[config.mk]
export PLATFORM = sky130hd
export DESIGN_NAME = cpu_cmd_encoder
export DESIGN_NICKNAME = d
export VERILOG_FILES = /design/src/rtl/cpu_cmd_encoder.sv
export SDC_FILE = /design/constraint.sdc
export NUM_CORES = 1
export LEC_CHECK = 0
export BUFFER_PORTS_ARGS = -buffer_cell sky130_fd_sc_hd__buf_2
export CORE_MARGIN = 1.5
export CORE_UTILIZATION = 32
export CTS_CLUSTER_SIZE = 30
export DETAILED_ROUTE_END_ITERATION = 7
export PLACE_DENSITY_LB_ADDON = 0.12
export SYNTH_ARGS = -nofsm -noshare
export SYNTH_HDL_FRONTEND = slang
export SYNTH_SLANG_ARGS = --single-unit
[constraint.sdc]
create_clock -name clk -period 2.5 [get_ports clk]
set_input_delay 0.25 -clock clk [delete_from_list [all_inputs] [get_ports clk]]
set_output_delay 0.25 -clock clk [all_outputs]
set_load 0.02 [all_outputs]
[src/rtl/cpu_cmd_encoder.sv]
`default_nettype none
// ============================================================================
// Module   : cpu_cmd_encoder
// Purpose  : Serializes decoded commands (opcode, address, data) into the
//            byte stream consumed by the 8-bit cpu instruction port. Commands
//            are buffered in a small FIFO. One byte is emitted per clock, and
//            an idle byte is driven when there is nothing to send.
// Ports    : clk, reset (sync, active-low)
//            cmd_valid/cmd_ready/cmd_op/cmd_addr/cmd_data - command input
//            cpu_in[7:0], cpu_in_sof - registered byte stream and first-byte flag
//            busy - FIFO non-empty or operand byte pending
//            err  - one-cycle pulse when a reserved opcode (4'hF) is dropped
//            tx_count[15:0] - wrapping count of non-idle bytes emitted
// Revision : 1.0 - initial release
// ============================================================================
module cpu_cmd_encoder #(
    parameter int         FIFO_DEPTH = 4,
    parameter logic [7:0] IDLE_BYTE  = 8'hB0,
    parameter logic [7:0] PAD_BYTE   = 8'hFF
) (
    input  logic        clk,
    input  logic        reset,
    input  logic        cmd_valid,
    output logic        cmd_ready,
    input  logic [3:0]  cmd_op,
    input  logic [3:0]  cmd_addr,
    input  logic [7:0]  cmd_data,
    output logic [7:0]  cpu_in,
    output logic        cpu_in_sof,
    output logic        busy,
    output logic        err,
    output logic [15:0] tx_count
);

    localparam int              AW          = (FIFO_DEPTH > 1) ? $clog2(FIFO_DEPTH) : 1;
    localparam logic [AW:0]     C_DEPTH     = (AW+1)'(FIFO_DEPTH);
    localparam logic [AW:0]     C_CNT_ONE   = (AW+1)'(1);
    localparam logic [AW-1:0]   C_PTR_ONE   = AW'(1);

    typedef enum logic [0:0] {
        ST_IDLE    = 1'b0,
        ST_OPERAND = 1'b1
    } state_t;

    logic [15:0]   r_mem [FIFO_DEPTH];
    logic [AW-1:0] r_wr_ptr;
    logic [AW-1:0] r_rd_ptr;
    logic [AW:0]   r_count;
    state_t        r_state;
    state_t        w_state_nxt;
    logic [7:0]    r_operand;
    logic [7:0]    w_operand_nxt;
    logic [7:0]    r_cpu_in;
    logic [7:0]    w_cpu_in_nxt;
    logic          r_sof;
    logic          w_sof_nxt;
    logic          r_err;
    logic          w_err_nxt;
    logic [15:0]   r_tx_count;
    logic          w_tx_inc;
    logic          w_push;
    logic          w_pop;
    logic [15:0]   w_head;
    logic [3:0]    w_head_op;
    logic [3:0]    w_head_addr;
    logic [7:0]    w_head_data;
    logic [3:0]    w_lo;
    logic          w_two_byte;
    logic          w_use_data;

    assign cmd_ready  = reset && (r_count != C_DEPTH);
    assign w_push     = cmd_valid && cmd_ready;
    assign busy       = (r_count != '0) || (r_state == ST_OPERAND);
    assign cpu_in     = r_cpu_in;
    assign cpu_in_sof = r_sof;
    assign err        = r_err;
    assign tx_count   = r_tx_count;

    assign w_head      = r_mem[r_rd_ptr];
    assign w_head_op   = w_head[15:12];
    assign w_head_addr = w_head[11:8];
    assign w_head_data = w_head[7:0];

    // Opcode decode: low nibble of the first byte and the operand source.
    always_comb begin
        w_lo       = 4'h0;
        w_two_byte = 1'b0;
        w_use_data = 1'b0;
        case (w_head_op)
            4'h6, 4'h7: begin
                w_lo       = 4'hF;
                w_two_byte = 1'b1;
                w_use_data = 1'b1;
            end
            4'h8: begin
                w_lo       = w_head_addr;
                w_two_byte = 1'b1;
                w_use_data = 1'b1;
            end
            4'h9:       w_lo = w_head_addr;
            4'hA, 4'hC: begin
                // Reserved second byte: padded rather than taken from data.
                w_lo       = w_head_addr;
                w_two_byte = 1'b1;
            end
            4'hB:       w_lo = 4'hF;
            default:    w_lo = 4'h0;
        endcase
    end

    always_comb begin
        w_state_nxt   = r_state;
        w_operand_nxt = r_operand;
        w_cpu_in_nxt  = IDLE_BYTE;
        w_sof_nxt     = 1'b0;
        w_err_nxt     = 1'b0;
        w_tx_inc      = 1'b0;
        w_pop         = 1'b0;
        case (r_state)
            ST_IDLE: begin
                if (r_count != '0) begin
                    w_pop = 1'b1;
                    if (w_head_op == 4'hF) begin
                        // Reserved opcode: dropped, idle byte stays on the bus.
                        w_err_nxt = 1'b1;
                    end else begin
                        w_cpu_in_nxt = {w_head_op, w_lo};
                        w_sof_nxt    = 1'b1;
                        w_tx_inc     = 1'b1;
                        if (w_two_byte) begin
                            w_state_nxt   = ST_OPERAND;
                            w_operand_nxt = w_use_data ? w_head_data : PAD_BYTE;
                        end
                    end
                end
            end
            ST_OPERAND: begin
                w_cpu_in_nxt = r_operand;
                w_tx_inc     = 1'b1;
                w_state_nxt  = ST_IDLE;
            end
            default: w_state_nxt = ST_IDLE;
        endcase
    end

    always_ff @(posedge clk) begin
        if (w_push) begin
            r_mem[r_wr_ptr] <= {cmd_op, cmd_addr, cmd_data};
        end
    end

    always_ff @(posedge clk) begin
        if (!reset) begin
            r_wr_ptr   <= '0;
            r_rd_ptr   <= '0;
            r_count    <= '0;
            r_state    <= ST_IDLE;
            r_operand  <= PAD_BYTE;
            r_cpu_in   <= IDLE_BYTE;
            r_sof      <= 1'b0;
            r_err      <= 1'b0;
            r_tx_count <= '0;
        end else begin
            if (w_push) begin
                r_wr_ptr <= r_wr_ptr + C_PTR_ONE;
            end
            if (w_pop) begin
                r_rd_ptr <= r_rd_ptr + C_PTR_ONE;
            end
            case ({w_push, w_pop})
                2'b10:   r_count <= r_count + C_CNT_ONE;
                2'b01:   r_count <= r_count - C_CNT_ONE;
                default: r_count <= r_count;
            endcase
            r_state   <= w_state_nxt;
            r_operand <= w_operand_nxt;
            r_cpu_in  <= w_cpu_in_nxt;
            r_sof     <= w_sof_nxt;
            r_err     <= w_err_nxt;
            if (w_tx_inc) begin
                r_tx_count <= r_tx_count + 16'd1;
            end
        end
    end

endmodule
`default_nettype wire

==> Word-level counts from Yosys, hierarchy flattened <==
Memory sizes are Yosys's and may differ from the RTL's. A register that Yosys moved wholly into a read port is not among the register bits.
Cells that the tools add are included.
Widths: inputs -> output; s select.
{ "op_classes": {"add_sub_neg": 5, "n_eq_ne": 11, "n_mux": 22, "bitwise": 4, "n_reduce_logical": 12} }
{ "ops": {"columns": ["op", "count"], "rows": [
  ["$eq 4x4->1 const B", 6],
  ["$mux 8", 3],
  ["$add 16x1->16 const B", 1],
  ["$pmux 8 s2", 1],
  ["$mux 1", 12],
  ["$reduce_or 3->1", 3],
  ["$eq 4x3->1 const B", 2],
  ["$pmux 4 s2", 1],
  ["$pmux 3 s2", 1],
  ["$reduce_or 5->1", 1],
  ["$add 2x1->2 const B", 2],
  ["$mux 2", 2],
  ["$not 1->1", 4],
  ["$pmux 1 s2", 2],
  ["$reduce_and 4->1", 1],
  ["$reduce_or 4->1", 1],
  ["$add 3x1->3 const B", 1],
  ["$ne 3x3->1 const B", 1],
  ["$reduce_bool 3->1", 1],
  ["$sub 3x1->3 const B", 1],
  ["$eq 2x1->1 const B", 1],
  ["$eq 2x2->1 const B", 1],
  ["$logic_and 1x1->1", 2],
  ["$reduce_bool 2->1", 1],
  ["other kinds (2)", 2]
]} }
{ "totals": {"reg_bits": 42, "ram_bits": 64, "input_bits": 19, "out_inout_bits": 28, "n_memories": 1} }
{ "mem_list": {"columns": ["name", "depth", "width", "read_ports", "rd_clocked_by_memory_dff", "write_ports", "line", "source"], "rows": [
  ["r_mem", 4, 16, 1, 1, 1, "45", "logic [15:0] r_mem [FIFO_DEPTH];"]
]} }

==> Logic depth before layout (Yosys ltp) <==
{ "depth": {"depth_word": 7, "mapped_depth": 10} }

==> Least setup slack after synthesis <==
No wires, ideal clock.
{ "synth_path": {"path_type": "register to register", "from": "reg r_count[0]", "to": "reg r_count[2]", "setup_ns": 0.070, "arrival_ns": 2.184, "required_ns": 2.430, "path_slack_ns": 0.246, "path_stages_with_launch": 11, "path_cell_list": "dfxtp_1 > inv_1 > a31oi_1 > and2_1 > inv_2 > ha_1 > inv_1 > fa_1 > xor2_1 > or3_1 > a21oi_1"} }
{ "synth_via": {"elab_chain_len": 5, "word_cells_on_any_way": 12} }
{ "synth_rtl": {"columns": ["element", "line", "source"], "rows": [
  ["start, declared", "48", "logic [AW:0] r_count;"],
  ["start signal, assigned", "171", "2'b10: r_count <= r_count + C_CNT_ONE;"],
  ["start signal, assigned", "172", "2'b01: r_count <= r_count - C_CNT_ONE;"],
  ["start signal, assigned", "173", "default: r_count <= r_count;"],
  ["$ne 3x3->1 *", "71", "assign cmd_ready = reset && (r_count != C_DEPTH);"],
  ["$logic_and 1x1->1 *", "71", null],
  ["net cmd_ready", "24", "output logic cmd_ready,"],
  ["$logic_and 1x1->1 *", "72", "assign w_push = cmd_valid && cmd_ready;"],
  ["$eq 2x1->1 or $eq 2x2->1 (tied branches)", "170", "case ({w_push, w_pop})"],
  ["$pmux 3 s2 or $reduce_bool 2->1 (tied branches)", null, null]
]} }
Mark *: on every way through the listed nets, which the timed path passes. The rest lies on a longest branch.
A chain may end at the register's enable or synchronous reset.

==> metrics <==
most frequent cells in the layout=edfxtp_1 (64), buf_2 (46), dfxtp_1 (44); Hold Buf Count CTS=0; die height=118.6 um; CTS Buffer Depth=2; Req. time, crit path=2.75 ns; Cell Area, Synth=4274 um2; layout net count=378; WL/cell=16.07 um; Inserted Clock Buffers=9; CTS tree=done; Peak Freq=443.8 MHz; drc violations=0; most common cell after layout, fill and taps aside=edfxtp_1; post-synthesis cell count=297; Clock Skew=0.007831 ns; Worst VDD drop=0.0003338 V; fin crit period=2.254 ns; post-CTS sizing=0; clock latency on the worst-skew pair=0.35 ns; Setup TNS=0 ns; Worst Hold Launch=cmd_data[1]; FILL cells=1281; YS warnings=0; final cell count without fillers=533; IO buf count=46; Die Span X=118.6 um; slew at the pin closest to its max-slew limit=0.4386 ns; worst hold path type=input pin to flop; CTS clk-pin slew, worst paths=0.07 ns; Worst setup SP type=flop; status=finished, final reports clean; Pre-antenna DRT Iters=4; remaining antenna violation count=0; Seq. cell area=2803 um2; Max Slew Vio Count=0; syn nets=323; Area Growth Syn to Fin=18.50%; die area=14060 um2; setup violators final=0; hold endpoint=r_mem[1][1]; fin crit share=90.14%; Arr. time, crit path=2.50 ns; io pins=47; initial DRC count=111; Crit. End Element=flop; first-pass GRT wire length=13.67 mm; Max-cap violations=0; initial antenna violation count=0; Yosys cell types=42; pin count of the biggest net entering global routing=36; HPWL after DPL=5.797 mm; P per Cell Area=1037 nW/um2; headroom to the max-slew limit=70.54%; FP Rows=42; Root Buffer=clkbuf_16; Seq/Total Area, Yosys=65.57%; total power=5.251 mW; r2r setup slk=0.25 ns; Setup Fix Bufs, Post-CTS=0; total track usage=12.94%; Initial Utilization=32.53%; area of the multi-input gates=1365 um2; ant diodes=0; Worst Hold Depth=1; Core Area=13140 um2; vias in the first global route=2530; DR vias/cell=4.747; placed cell count=517; LEAKAGE=1.833 nW; H-tree depth=3; pre-CTS setup slack=0.2532 ns; Reg2Reg Depth=5; CTS sink cnt=108; grt total ovfl=0; Final Hold Violating Endpoints=0; CP Max Fanout=9; RSZ-0062 raised after global routing=false; CP Class=flop to flop; Synth Register Bits=108; syn_area_per_cell=14.39 um2; layout cells sized above 1=27.73%; setup ws final=0.2465 ns; R2R Path End=r_operand[0]; Placer Congestion=0.7541; total wire length=8.563 mm; via count=2530
[critical path, cell delays in order, from the launching register on]
cell      delay [ns]
dfxtp_1         0.48
mux4_2          0.63
nand2_1         0.19
mux2_4          0.36
nand2b_4        0.20
o31a_1          0.28
[Yosys cell counts (all sizes together)]
library cell	instances	share of area [%]
ha	6	1.8
and3	7	1.0
o2111ai	6	1.2
o31a	8	1.6
edfxtp	64	45
nand2	12	1.1
nand2b	2	0.64
nor3b	2	0.47
a221o	4	0.94
and4	1	0.20
o21ai	12	1.4
inv	9	0.79
and2	3	0.44
a41oi	1	0.38
nand3	2	0.23
o22ai	4	0.59
nor2	36	3.2
nand4	2	0.29
a31oi	1	0.15
fa	1	0.47
clkbuf	9	0.82
xnor2	2	0.41
dfxtp	44	21
a21oi	4	0.47
mux4	16	8.4
xor2	18	3.7
nor3	3	0.35
buf	5	0.88
o31ai	1	0.18
o211ai	6	1.1
mux2	2	0.61
maj3	1	0.23
or3	1	0.15
or2	2	0.29
[cells by family after synthesis]
logic type               count (synthesis)  synth area share, %
AO/OA/AOI/OAI                           47                8.021
buffers and inverters                   23                2.488
flip-flops                             108                65.57
XOR/XNOR                                20                4.098
AND/OR/NAND/NOR                         73                8.314
adder cells (fa/ha/maj)                  8                2.459
multiplexers                            18                9.046
[per-stage QoR]
stage	hold slack [ns]	util (%)	area, um2
floorplan	0.3119	-	4274
global placement	0.4490	36.10	4742
detailed placement	0.4672	36.10	4742
CTS	0.09490	38.55	5065
global route	0.1002	38.55	5065
finish	0.1087	38.55	5065
[report_power, final]
| part | switching, mW | internal [mW] |
|---|---|---|
| Sequential | 0.0983 | 2.06 |
| Clock | 0.654 | 0.889 |
| Combinational | 0.912 | 0.633 |
[layer usage]
layer	track usage, %	wire length, um	up-vias
li1	-	-	1218
met3	2.703	314	14
met2	20.20	3959	56
met4	6.777	201	0
met5	0	0	-
met1	16.98	4088	1242
[worst max path at each step]
stage | startpoint | end | cells past startpoint | slack, ns
detailed placement | flop | r_operand[4] | 5 | 0.25
CTS | flop | r_operand[4] | 5 | 0.24
global route | flop | r_operand[2] | 5 | 0.14
global placement | flop | r_operand[2] | 5 | 0.30
finish | flop | r_operand[0] | 5 | 0.25
floorplan | r_count[0] | r_count[2] | 10 | 0.25
[cell type report]
class | count | area share (%)
flip-flops and latches | 108 | 55.34
multi-input cells | 166 | 26.95
repair buffers | 58 | 6.324
clock buffers | 10 | 4.521
well taps | 176 | 4.348
clock inverters | 6 | 1.853
inverters | 9 | 0.6670
[registers in the layout, indices dropped and copies added (netlist names), 2 cells and up, named ones only]
name	cells
r_wr_ptr	2
r_operand	8
r_rd_ptr	2
cpu_in	8
r_mem	64
r_count	3
tx_count	16
Power figures use the tool's default switching activity.
